<file path="src/rtl/seg_scan_ctrl_pkg.sv">
// Shared constants and state encoding for the 7-segment scan controller.
package seg_scan_ctrl_pkg;

    localparam logic [7:0] SEG_BLANK   = 8'h00;
    localparam logic [7:0] SEG_INVALID = 8'h3f;
    localparam int         DP_BIT      = 7;

    typedef enum logic {
        ST_BLANK = 1'b0,
        ST_SHOW  = 1'b1
    } scan_state_e;

endpackage

</file>
<file path="src/rtl/seg_scan_ctrl_if.sv">
// Display-side bundle: load path from the status logic and scan outputs to the LED pins.
interface seg_scan_ctrl_if #(
    parameter int DIGITS = 4
) ();
    logic [4*DIGITS-1:0] Value;
    logic [DIGITS-1:0]   Point;
    logic                Load;
    logic                Lzb;
    logic                Pending;
    logic                FrameDone;
    logic [DIGITS-1:0]   DigSel;
    logic [7:0]          LedBit;

    modport slave (
        input  Value, Point, Load, Lzb,
        output Pending, FrameDone, DigSel, LedBit
    );

    modport master (
        output Value, Point, Load, Lzb,
        input  Pending, FrameDone, DigSel, LedBit
    );
endinterface

</file>
<file path="src/rtl/seg_scan_ctrl_bcd2led.sv">
// BCD digit to segment pattern (bit7 = dp, bits6:0 = g..a); non-BCD codes show "0".
module seg_scan_ctrl_bcd2led
    import seg_scan_ctrl_pkg::*;
(
    input  logic [3:0] bcd_i,
    input  logic       point_i,
    output logic [7:0] led_bit_o
);

    logic [7:0] seg_s;

    // Segment lookup with the dp bit merged on top
    always_comb begin
        seg_s = SEG_INVALID;
        case (bcd_i)
            4'd0:    seg_s = 8'h3f;
            4'd1:    seg_s = 8'h06;
            4'd2:    seg_s = 8'h5b;
            4'd3:    seg_s = 8'h4f;
            4'd4:    seg_s = 8'h66;
            4'd5:    seg_s = 8'h6d;
            4'd6:    seg_s = 8'h7d;
            4'd7:    seg_s = 8'h07;
            4'd8:    seg_s = 8'h7f;
            4'd9:    seg_s = 8'h6f;
            default: seg_s = SEG_INVALID;
        endcase
        led_bit_o         = seg_s;
        led_bit_o[DP_BIT] = seg_s[DP_BIT] | point_i;
    end

endmodule

</file>
<file path="src/rtl/seg_scan_ctrl.sv">
// Multiplexed 7-segment scan controller with double-buffered value, blanking gap
// between digits and leading-zero blanking.
module seg_scan_ctrl
    import seg_scan_ctrl_pkg::*;
#(
    parameter int DIGITS    = 4,
    parameter int SCAN_DIV  = 50000,
    parameter int BLANK_CYC = 16
) (
    input  logic           clk,
    input  logic           rst,
    seg_scan_ctrl_if.slave bus
);

    localparam int PH_W  = (SCAN_DIV > 1) ? $clog2(SCAN_DIV) : 1;
    localparam int IDX_W = (DIGITS > 1) ? $clog2(DIGITS) : 1;
    localparam logic [PH_W-1:0]  PH_LAST  = PH_W'(SCAN_DIV - 1);
    localparam logic [PH_W-1:0]  PH_BLANK = PH_W'(BLANK_CYC);
    localparam logic [IDX_W-1:0] IDX_LAST = IDX_W'(DIGITS - 1);

    logic [PH_W-1:0]     phase_q, phase_d;
    logic [IDX_W-1:0]    idx_q, idx_d;
    scan_state_e         state_q, state_d;
    logic [4*DIGITS-1:0] shadow_val_q, shadow_val_d;
    logic [DIGITS-1:0]   shadow_pt_q, shadow_pt_d;
    logic [4*DIGITS-1:0] active_val_q, active_val_d;
    logic [DIGITS-1:0]   active_pt_q, active_pt_d;
    logic                pending_q, pending_d;
    logic [DIGITS-1:0]   dig_sel_q, dig_sel_d;
    logic [7:0]          led_bit_q, led_bit_d;
    logic                frame_done_q, frame_done_d;

    logic                boundary_s;
    logic [DIGITS-1:0]   blank_s;
    logic                zero_run_s;
    logic [3:0]          cur_digit_s;
    logic                cur_pt_s;
    logic                cur_blank_s;
    logic [7:0]          dec_s;

    // Scan position advance and shadow/active buffer management
    always_comb begin
        phase_d      = phase_q;
        idx_d        = idx_q;
        shadow_val_d = shadow_val_q;
        shadow_pt_d  = shadow_pt_q;
        active_val_d = active_val_q;
        active_pt_d  = active_pt_q;
        pending_d    = pending_q;
        boundary_s   = (phase_q == PH_LAST) && (idx_q == IDX_LAST);

        if (phase_q == PH_LAST) begin
            phase_d = '0;
            if (idx_q == IDX_LAST) begin
                idx_d = '0;
            end else begin
                idx_d = idx_q + 1'b1;
            end
        end else begin
            phase_d = phase_q + 1'b1;
        end

        // Transfer uses the shadow as it stood before this cycle's Load
        if (boundary_s && pending_q) begin
            active_val_d = shadow_val_q;
            active_pt_d  = shadow_pt_q;
            pending_d    = 1'b0;
        end else begin
            active_val_d = active_val_q;
            active_pt_d  = active_pt_q;
        end

        if (bus.Load) begin
            shadow_val_d = bus.Value;
            shadow_pt_d  = bus.Point;
            pending_d    = 1'b1;
        end else begin
            shadow_val_d = shadow_val_q;
            shadow_pt_d  = shadow_pt_q;
        end
    end

    // BLANK/SHOW next-state from the upcoming phase
    always_comb begin
        state_d = state_q;
        case (state_q)
            ST_BLANK: begin
                if (phase_d >= PH_BLANK) begin
                    state_d = ST_SHOW;
                end else begin
                    state_d = ST_BLANK;
                end
            end
            ST_SHOW: begin
                if (phase_d < PH_BLANK) begin
                    state_d = ST_BLANK;
                end else begin
                    state_d = ST_SHOW;
                end
            end
            default: state_d = ST_BLANK;
        endcase
    end

    // Leading-zero mask: a zero run from the top, broken by a non-zero digit or a lit point
    always_comb begin
        blank_s    = '0;
        zero_run_s = bus.Lzb;
        for (int i = DIGITS - 1; i >= 1; i--) begin
            zero_run_s = zero_run_s & (active_val_d[4*i +: 4] == 4'd0) & ~active_pt_d[i];
            blank_s[i] = zero_run_s;
        end
    end

    assign cur_digit_s = active_val_d[{idx_d, 2'b00} +: 4];
    assign cur_pt_s    = active_pt_d[idx_d];
    assign cur_blank_s = blank_s[idx_d];

    seg_scan_ctrl_bcd2led u_bcd_to_ledbit (
        .bcd_i     (cur_digit_s),
        .point_i   (1'b0),
        .led_bit_o (dec_s)
    );

    // Output values for the upcoming cycle, registered below
    always_comb begin
        dig_sel_d    = '1;
        led_bit_d    = SEG_BLANK;
        frame_done_d = (phase_d == PH_LAST) && (idx_d == IDX_LAST);
        case (state_d)
            ST_BLANK: begin
                dig_sel_d = '1;
                led_bit_d = SEG_BLANK;
            end
            ST_SHOW: begin
                dig_sel_d = ~({{(DIGITS-1){1'b0}}, 1'b1} << idx_d);
                if (cur_blank_s) begin
                    led_bit_d = SEG_BLANK;
                end else begin
                    led_bit_d         = dec_s;
                    led_bit_d[DP_BIT] = dec_s[DP_BIT] | cur_pt_s;
                end
            end
            default: begin
                dig_sel_d = '1;
                led_bit_d = SEG_BLANK;
            end
        endcase
    end

    // State and output registers with synchronous reset
    always_ff @(posedge clk) begin
        if (rst) begin
            phase_q      <= '0;
            idx_q        <= '0;
            state_q      <= (BLANK_CYC > 0) ? ST_BLANK : ST_SHOW;
            shadow_val_q <= '0;
            shadow_pt_q  <= '0;
            active_val_q <= '0;
            active_pt_q  <= '0;
            pending_q    <= 1'b0;
            dig_sel_q    <= '1;
            led_bit_q    <= SEG_BLANK;
            frame_done_q <= 1'b0;
        end else begin
            phase_q      <= phase_d;
            idx_q        <= idx_d;
            state_q      <= state_d;
            shadow_val_q <= shadow_val_d;
            shadow_pt_q  <= shadow_pt_d;
            active_val_q <= active_val_d;
            active_pt_q  <= active_pt_d;
            pending_q    <= pending_d;
            dig_sel_q    <= dig_sel_d;
            led_bit_q    <= led_bit_d;
            frame_done_q <= frame_done_d;
        end
    end

    assign bus.Pending   = pending_q;
    assign bus.FrameDone = frame_done_q;
    assign bus.DigSel    = dig_sel_q;
    assign bus.LedBit    = led_bit_q;

endmodule

</file>
<file path="src/flat_wrapper.sv">
// flat-port wrapper written by rule: the top's interface ports become plain ports
module seg_scan_ctrl_flat import seg_scan_ctrl_pkg::*;
#(
    parameter int DIGITS    = 4,
    parameter int SCAN_DIV  = 50000,
    parameter int BLANK_CYC = 16
)
  (clk, rst, bus_Value, bus_Point, bus_Load, bus_Lzb, bus_Pending, bus_FrameDone, bus_DigSel, bus_LedBit);
  seg_scan_ctrl_if #(.DIGITS(DIGITS)) bus_i ();
  input  logic clk;
  input  logic rst;
  input wire logic [$bits(bus_i.Value)-1:0] bus_Value;
  input wire logic [$bits(bus_i.Point)-1:0] bus_Point;
  input wire logic [$bits(bus_i.Load)-1:0] bus_Load;
  input wire logic [$bits(bus_i.Lzb)-1:0] bus_Lzb;
  output wire logic [$bits(bus_i.Pending)-1:0] bus_Pending;
  output wire logic [$bits(bus_i.FrameDone)-1:0] bus_FrameDone;
  output wire logic [$bits(bus_i.DigSel)-1:0] bus_DigSel;
  output wire logic [$bits(bus_i.LedBit)-1:0] bus_LedBit;
  assign bus_i.Value = bus_Value;
  assign bus_i.Point = bus_Point;
  assign bus_i.Load = bus_Load;
  assign bus_i.Lzb = bus_Lzb;
  assign bus_Pending = bus_i.Pending;
  assign bus_FrameDone = bus_i.FrameDone;
  assign bus_DigSel = bus_i.DigSel;
  assign bus_LedBit = bus_i.LedBit;
  seg_scan_ctrl #(.DIGITS(DIGITS), .SCAN_DIV(SCAN_DIV), .BLANK_CYC(BLANK_CYC)) u_core (.clk(clk), .rst(rst), .bus(bus_i));
endmodule
</file>
<file path="config.mk">
export PLATFORM = sky130hd
export DESIGN_NAME = seg_scan_ctrl_flat
export DESIGN_NICKNAME = d
export VERILOG_FILES = /design/src/rtl/seg_scan_ctrl_pkg.sv /design/src/rtl/seg_scan_ctrl_if.sv /design/src/rtl/seg_scan_ctrl_bcd2led.sv /design/src/rtl/seg_scan_ctrl.sv /design/src/flat_wrapper.sv
export SDC_FILE = /design/constraint.sdc
export NUM_CORES = 1
export LEC_CHECK = 0
export BUFFER_PORTS_ARGS = -buffer_cell sky130_fd_sc_hd__buf_2
export CAP_MARGIN = 20
export CORE_MARGIN = 2
export CORE_UTILIZATION = 50
export CTS_CLUSTER_DIAMETER = 150
export DETAILED_ROUTE_END_ITERATION = 8
export PLACE_DENSITY = 0.7
export SYNTH_ARGS = -nofsm -noshare
export SYNTH_HDL_FRONTEND = slang
export SYNTH_SLANG_ARGS = --single-unit
</file>
<file path="constraint.sdc">
create_clock -name clk -period 4.5 [get_ports clk]
set_clock_uncertainty 0.15 [all_clocks]
set_input_delay 0.9 -clock clk [delete_from_list [all_inputs] [get_ports clk]]
set_output_delay 0.9 -clock clk [all_outputs]
set_load 0.01 [all_outputs]
</file>
==> results.toml, run 1 <==
[setup_path]
crit_family = "simple AND/OR/NAND/NOR gates"
crit_path_max_fanout = 12
critPathMostFrequentCell = "ha_1"
r2r_end = "u_core.bus.LedBit[4]$_SDFF_PP0_"
start_kind = "flop"
cp.required_ps = 4570
r2r_cells = 11
crit_path_end_kind = "flop"
worstSetupPathType = "flop to flop"
crit_arrival_ps = 3640
crit_path_max_incr_delay_ps = 690
path_cells = "ha_1 -> nand4b_1 -> or4_4 -> and3_4 -> or2_2 -> a22o_1 -> nor2_1 -> inv_1 -> ha_1 -> nor3_1 -> a211oi_1"
r2r_slack_ps = 940
crit_buf_inv = 1
regToRegStartpoint = "u_core.phase_q[0]$_SDFF_PP0_"
slowest_stage = "or4_4"

[worst_hold_path]
whs_path_depth = 2
min-delay-start = "u_core.active_val_q[3]$_SDFF_PP0_"
hold_class = "flop to flop"
holdPathEnd = "u_core.active_val_q[3]$_SDFF_PP0_"

[yosys]
synth_ff_type = "dfxtp_1"
synth_area_um2 = 3380
synth_fa_ha_area_share_pct = 3.33
yosys.area_share.simple_pct = 26.2
synth-compound-area-share_pct = 10.4
syn_avg_cell_area_um2 = 9.06
synthDistinctLibCells = 57
ys_ff_latch = 72
yosys_warnings = 0
synthMuxAreaShare_pct = 10.8
ys_seq_area_share_pct = 42.7
synthCells = 373
synth.net_count = 406
synth_edf_count = 0
async_reset_ff_share_pct = 0
synth_top_family_by_area = "simple AND/OR/NAND/NOR gates"
synth-xor-area-share_pct = 3.11

[place]
dp_cells = 472
hpwl_um = 5400
routabilityCongestion = 0.918
numPortBuffers = 37
placed_cell_area_um2 = 3590
place_ws_ps = 980

[route]
vias_per_cell = 5.69
first_iter_violations = 177
vias = 2776
drc = 0
drt_pass1_iterations = 4
drt_wl_total_um = 7520
wl_per_cell_um = 15.4
ant_nets = 0

[timing]
tns_ps = 0
finalCritPeriodShare_pct = 79.2
hold_ws_ps = 337
fmax_mhz = 281
fin_ws_ps = 936
setup_viol = 0
relSlewSlack_pct = 46.1
worstMarginPinSlew_ps = 798
drv_slew = 0
hold_viol_final = 0
post-route-min-period_ps = 3560
rsz0062_at_grt = "false"

[final_layout]
nets = 439
area_growth_pct = 13.7
layout.cells.most_common = "dfxtp_1"
fillers = 598
instances_no_fill = 488
drive_above_1_share_pct = 17.8
final_util_pct = 59.5
antennaDiodeCount = 0
final_area_um2 = 3840
layout_common_cells = "dfxtp_1 (72), nor2_1 (63), buf_2 (37)"

[pwr]
p_leak_nw = 1.70
max-vdd-ir-drop_mv = 0.265
power_mw = 1.35
powerDensity_nw_per_um2 = 353

[die]
rows = 29
die_y_um = 86.2
fp.dieW_um = 86.2
coreArea_um2 = 6460
dieArea_um2 = 7430
start_util_pct = 52.3
io_pins = 38

[grt]
grt_usage_pct = 21.6
antenna_found_initial = 0
grt_pass1_vias = 2677
grt_max_degree = 60
grt_pass1_wl_um = 12600
overflow = 0

[clock_tree]
cts-resized-gates = 0
cts.root.buffer_cell = "clkbuf_8"
cts_max_path_buffers = 2
clkTransAtPathRegs_ps = 80
cts_sinks = 72
htreeDepth = 3
cts_tree = "yes"
clk_latency_ps = 350
cts_hold_buf = 0
post_cts_buffers = 0
cts_made_buffers = 9

[job]
drv_cap = 0

[outcome]
status = "completed"
-- registers in the layout, indices dropped and copies added, names as in the netlist --
signal,count
u_core.phase_q,16
u_core.bus.DigSel,4
u_core.idx_q,2
u_core.active_pt_q,4
u_core.bus.LedBit,8
u_core.shadow_val_q,16
u_core.bus.FrameDone,1
u_core.active_val_q,16
u_core.shadow_pt_q,4
u_core.bus.Pending,1
-- where the power goes --
group | total (mW) | internal [mW] | switching [mW]
Combinational | 0.0480 | 0.0228 | 0.0252
Clock | 0.645 | 0.401 | 0.244
Sequential | 0.662 | 0.650 | 0.0113
-- final cells by class --
cell class              instances  area [um^2]  share of cell area (%)
multi-input cells             276         1820                    47.4
flip-flops and latches         72         1440                    37.5
repair buffers                 39          200                    5.21
clock buffers                  12          155                    4.04
clock inverters                 4         98.8                    2.57
well taps                      77         96.3                    2.51
inverters                       8         30.0                   0.782
-- routing by layer --
layer | vias to the layer above | GRT usage [%] | part of all wire [%]
met2 | 76 | 36.3 | 50
met1 | 1307 | 26.9 | 44
met5 | - | 0 | 0
met3 | 18 | 4.86 | 4.1
met4 | 0 | 8.66 | 2.3
li1 | 1375 | - | -
-- synth_stat cells (all sizes together), types with 4 or more instances --
library cell | count | share of area, %
dfxtp | 72 | 43
nor2 | 66 | 7.9
mux2i | 34 | 10
nand2 | 29 | 3.4
a21oi | 17 | 2.7
nor3 | 15 | 2.4
clkbuf | 11 | 1.2
ha | 9 | 3.3
nand3 | 9 | 1.3
nor4 | 9 | 2.3
inv | 8 | 0.89
nor2b | 8 | 1.5
and3 | 7 | 1.4
o21ai | 7 | 1.0
xnor2 | 7 | 1.8
buf | 6 | 1.4
o22ai | 5 | 0.93
or4 | 5 | 1.3
xor2 | 5 | 1.3
a21boi | 4 | 0.89
-- worst min-delay path, delay by kind of cell (launching register included) --
family	cells	cell delay, ps
AO/OA/AOI/OAI	1	60
flip-flops	1	300
AND/OR/NAND/NOR	1	80
-- worst max path at each step --
stage	to	slack, ps	from	cells after the start
6_report	u_core.bus.LedBit[4]$_SDFF_PP0_	940	u_core.phase_q[0]$_SDFF_PP0_	11
5_1_grt	u_core.bus.LedBit[4]$_SDFF_PP0_	740	u_core.phase_q[0]$_SDFF_PP0_	11
4_1_cts	u_core.bus.LedBit[4]$_SDFF_PP0_	950	u_core.phase_q[0]$_SDFF_PP0_	11
3_5_place_dp	u_core.bus.LedBit[4]$_SDFF_PP0_	980	u_core.phase_q[0]$_SDFF_PP0_	11
3_3_place_gp	u_core.bus.LedBit[4]$_SDFF_PP0_	1030	u_core.phase_q[11]$_SDFF_PP0_	10
2_1_floorplan	u_core.bus.LedBit[4]$_SDFF_PP0_	1360	u_core.phase_q[11]$_SDFF_PP0_	11
-- cells by family (layout without fill, tap and decap cells) --
group                    Yosys count  in the layout
AO/OA/AOI/OAI                     52             52
XOR/XNOR                          12             12
adder cells (fa/ha/maj)            9              9
buffers and inverters             25             63
flip-flops                        72             72
multiplexers                      35             35
AND/OR/NAND/NOR                  168            168
Power figures use the tool's default switching activity.
==> run 2: changes to the inputs <==
Settings changed: PLACE_DENSITY 0.7 to 0.73.
Clock period 4.5 ns to 2.85 ns, I/O delays scaled along.
==> run 2 against run 1 <==
Against the previous run:
- the run now ends with setup timing left
- sequential cell count unchanged
- sequential power grew 59%
- final cell count up 13%
- fmax rose by 20%
- largest power group unchanged
==> results.toml, run 2 (same netlist as run 1, synthesis figures left out) <==
[outcome]
status = "complete, but fails checks"
violations = "setup timing"

[grt]
grt_max_degree = 51
grt_pass1_wl_um = 13600
grt_pass1_vias = 2873
grt_usage_pct = 23.4
antenna_found_initial = 0
overflow = 0

[route]
drc = 0
drt_pass1_iterations = 5
drt_wl_total_um = 8300
vias_per_cell = 5.46
vias = 3014
wl_per_cell_um = 15.0
ant_nets = 0
first_iter_violations = 154

[setup_path]
crit_path_end_kind = "flop"
cp.required_ps = 2920
crit_path_max_fanout = 4
crit_arrival_ps = 3050
start_kind = "flop"
worstSetupPathType = "flop to flop"
r2r_cells = 10

[die]
die_y_um = 86.2
rows = 29
io_pins = 38
fp.dieW_um = 86.2
dieArea_um2 = 7430
coreArea_um2 = 6460
start_util_pct = 52.3

[clock_tree]
clkTransAtPathRegs_ps = 80
cts_tree = "yes"
cts_sinks = 72
cts_max_path_buffers = 2
cts.root.buffer_cell = "clkbuf_8"
cts_hold_buf = 0
cts_made_buffers = 9
clk_latency_ps = 350
htreeDepth = 3

[final_layout]
drive_above_1_share_pct = 35.4
top_regs = "u_core.active_val_q: 16 flops, u_core.phase_q: 16 flops, u_core.shadow_val_q: 16 flops"
layout.cells.most_common = "dfxtp_1"
layout_common_cells = "dfxtp_1 (69), nor2_1 (61), buf_4 (61)"
area_growth_pct = 33.0
final-seq-area_um2 = 1450
multiInputGateArea_um2 = 1990
nets = 504
antennaDiodeCount = 0
fillers = 495

[timing]
fin_ws_ps = -124
worstMarginPinSlew_ps = 585
drv_slew = 0
rsz0062_at_grt = "true"
relSlewSlack_pct = 61.0
setup_viol = 5
post-route-min-period_ps = 2970
fmax_mhz = 336
hold_viol_final = 0
finalCritPeriodShare_pct = 104

[pwr]
max-vdd-ir-drop_mv = 0.333
p_leak_nw = 1.96
powerDensity_nw_per_um2 = 450
power_mw = 2.02

[worst_hold_path]
whs_path_depth = 3
hold_class = "input pin to flop"

[place]
routabilityCongestion = 0.959
numPortBuffers = 37
place_ws_ps = -135
hpwl_um = 6080

[job]
drv_cap = 0
==> run 2: changes by cell type in the layout (fill, tap and decap cells not counted), sizes merged <==
cell / delta
clkinvlp: +1
buf: +65
clkbuf: -2
bufinv: -1
clkinv: +2
inv: -1
==> run 2: layer usage <==
layer  global-route usage, %  part of all wire (%)
met1                    30.2                    44
met2                    37.4                    48
met3                    5.81                   5.1
met4                    10.2                   2.8
met5                       0                     0
==> run 2: what timing repair did <==
item / CTS / global route
gates resized for setup: 19 / 18
pin swaps: 9 / 1
setup buffers: 5 / 1
endpoints found under the setup margin: 7 / 12
==> run 2: where the power goes <==
part	internal [mW]	leakage [nW]	switching [mW]
Sequential	1.03	0.586	0.0176
Combinational	0.0412	1.27	0.0425
Clock	0.512	0.108	0.379
==> run 2: worst max-delay path, stage by stage, from the launching register on <==
cell,delay [ps]
dfxtp_2,320
or3_4,390
or4_4,560
and3_4,210
or2_4,250
a22o_1,240
nor2_4,160
inv_2,90
ha_1,230
nor3_2,170
a211oi_2,70
==> run 2: final timing paths <==
kind                                     start                                  to  slack (ps)
max              u_core.phase_q[13]$_SDFF_PP0_     u_core.bus.LedBit[4]$_SDFF_PP0_        -120
min                               bus_Point[0]  u_core.shadow_pt_q[0]$_SDFFE_PP0P_         300
min reg2reg  u_core.active_val_q[3]$_SDFF_PP0_   u_core.active_val_q[3]$_SDFF_PP0_         350
max reg2reg      u_core.phase_q[13]$_SDFF_PP0_     u_core.bus.LedBit[4]$_SDFF_PP0_        -120
==> run 2: layout make-up <==
type	count	share of cell area [%]
Multi-Input combinational cell	276	44.3
Sequential cell	72	32.2
Timing Repair Buffer	104	15.8
Clock buffer	10	3.06
Tap cell	77	2.14
Clock inverter	5	1.81
Inverter	8	0.668
==> run 2: stage by stage <==
step                      util [%]  cell area, um^2  instances  TNS (ps)  hold slack, ps
after floorplan                  -             3420        373         0             293
after global placement        63.0             4070        531     -67.4             321
after detailed placement      63.0             4070        531      -644             323
after CTS                     68.0             4390        551      -279             295
after global routing          69.6             4490        552      -936             304
final                         69.6             4490        552      -360             303
==> run 3: changes to the inputs <==
Settings changed: SETUP_SLACK_MARGIN set to 0.3.
==> run 3 against run 2 <==
Against the previous run:
- the flow still finishes with violations (setup timing)
- first-iteration DRC count grew 35%
- setup slack better by 110 ps
- critical endpoint unchanged
- via count increased by 1.7%
- core utilization increased by 0.99 points
- highest routed layer unchanged
- non-clock buffer count unchanged
- register-to-register slack improved by 110 ps
- global-route usage increased by 0.57 points
==> results.toml, run 3 (same netlist as run 1, synthesis figures left out) <==
[place]
place_ws_ps = -64.8
routabilityCongestion = 0.942
placed_cell_area_um2 = 4040
hpwl_um = 5800
numPortBuffers = 37

[grt]
grt_max_degree = 52
antenna_found_initial = 0
grt_pass1_vias = 2964
grt_usage_pct = 24.0
grt_pass1_wl_um = 13800
overflow = 0

[timing]
drv_slew = 0
fmax_mhz = 349
hold_viol_final = 0
setup_viol = 2
post-route-min-period_ps = 2860
fin_ws_ps = -13.7
rsz0062_at_grt = "true"
worstMarginPinSlew_ps = 602
relSlewSlack_pct = 59.9
finalCritPeriodShare_pct = 100

[route]
drt_wl_total_um = 8610
drt_pass1_iterations = 6
first_iter_violations = 208
vias = 3064
wl_per_cell_um = 15.5
drc = 0
ant_nets = 0
vias_per_cell = 5.53

[outcome]
status = "complete, but fails checks"
violations = "setup timing"

[die]
start_util_pct = 52.3
dieArea_um2 = 7430
die_y_um = 86.2
io_pins = 38
fp.dieW_um = 86.2
coreArea_um2 = 6460
rows = 29

[pwr]
p_leak_nw = 1.99
power_mw = 2.01
powerDensity_nw_per_um2 = 441
max-vdd-ir-drop_mv = 0.366

[clock_tree]
cts_tree = "yes"
cts.root.buffer_cell = "clkbuf_8"
cts_hold_buf = 0
cts_max_path_buffers = 2
cts_made_buffers = 9
cts_sinks = 72
clkTransAtPathRegs_ps = 80
htreeDepth = 3
clk_latency_ps = 350

[final_layout]
final_area_um2 = 4560
layout.cells.most_common = "dfxtp_1"
top_regs = "u_core.active_val_q: 16 flops, u_core.phase_q: 16 flops, u_core.shadow_val_q: 16 flops"
drive_above_1_share_pct = 36.5
antennaDiodeCount = 0
layout_common_cells = "dfxtp_1 (69), nor2_1 (61), buf_4 (58)"
final_util_pct = 70.6
fillers = 490
area_growth_pct = 34.9
nets = 505

[setup_path]
crit_path_max_fanout = 4
worstSetupPathType = "flop to flop"
crit_path_end_kind = "flop"
crit_path_start = "u_core.phase_q[13]$_SDFF_PP0_"
regToRegStartpoint = "u_core.phase_q[13]$_SDFF_PP0_"
r2r_cells = 10
cp.required_ps = 2940
crit_arrival_ps = 2960
start_kind = "flop"

[worst_hold_path]
whs_path_depth = 3
hold_class = "input pin to flop"
min-delay-start = "bus_Value[7]"

[job]
drv_cap = 0
run 3: cell count changes in the layout (fill, tap and decap cells not counted), sizes merged:
cell      change
clkinv        +2
clkinvlp      -1
nand2         +1
run 3: cell type report:
class | instances | area (um^2) | area share, %
clock buffers | 10 | 128 | 2.80
clock inverters | 6 | 83.8 | 1.84
inverters | 8 | 32.5 | 0.714
multi-input cells | 277 | 2050 | 45.0
flip-flops and latches | 72 | 1450 | 31.7
well taps | 77 | 96.3 | 2.11
repair buffers | 104 | 722 | 15.8
run 3: power breakdown:
| part | switching [mW] | total (mW) | internal, mW |
|---|---|---|---|
| Clock | 0.390 | 0.880 | 0.490 |
| Combinational | 0.0440 | 0.0857 | 0.0417 |
| Sequential | 0.0172 | 1.04 | 1.03 |
run 3: per-stage QoR:
| stage | hold WS [ps] | std cells | TNS (ps) |
|---|---|---|---|
| CTS | 296 | 547 | 0 |
| global placement | 320 | 522 | -22.4 |
| finish | 303 | 554 | -21.7 |
| floorplan | 293 | 373 | 0 |
| detailed placement | 325 | 522 | -188 |
| global route | 299 | 554 | -453 |
run 3: repair_timing:
action | CTS | global route
gates cloned | 0 | 1
setup buffers | 9 | 6
setup endpoints to repair | 12 | 12
pin swaps | 2 | 9
resized for setup | 20 | 24
run 3: path summary, 6_finish.rpt:
kind                                         endpoint  slack [ps]
setup reg to reg      u_core.bus.LedBit[4]$_SDFF_PP0_         -10
hold reg to reg    u_core.active_val_q[11]$_SDFF_PP0_         330
hold / removal    u_core.shadow_val_q[7]$_SDFFE_PP0P_         300
setup / recovery      u_core.bus.LedBit[4]$_SDFF_PP0_         -10
run 3: worst max-delay path, cell delays in order (launching register included):
cell and delay [ps]:
dfxtp_2 330, or3_4 420, or4_4 470, and3_4 220
or2_4 240, a22o_1 240, nor2_4 200, inv_4 70
ha_2 180, nor3_2 170, a211oi_2 60
run 3: per-layer routing:
metal / vias to the layer above / global-route usage (%) / part of all wire [%]
li1: 1500 / - / -
met1: 1435 / 30.6 / 44
met2: 102 / 38.4 / 47
met3: 27 / 4.76 / 5.4
met4: 0 / 12.8 / 3.4
met5: - / 0 / 0
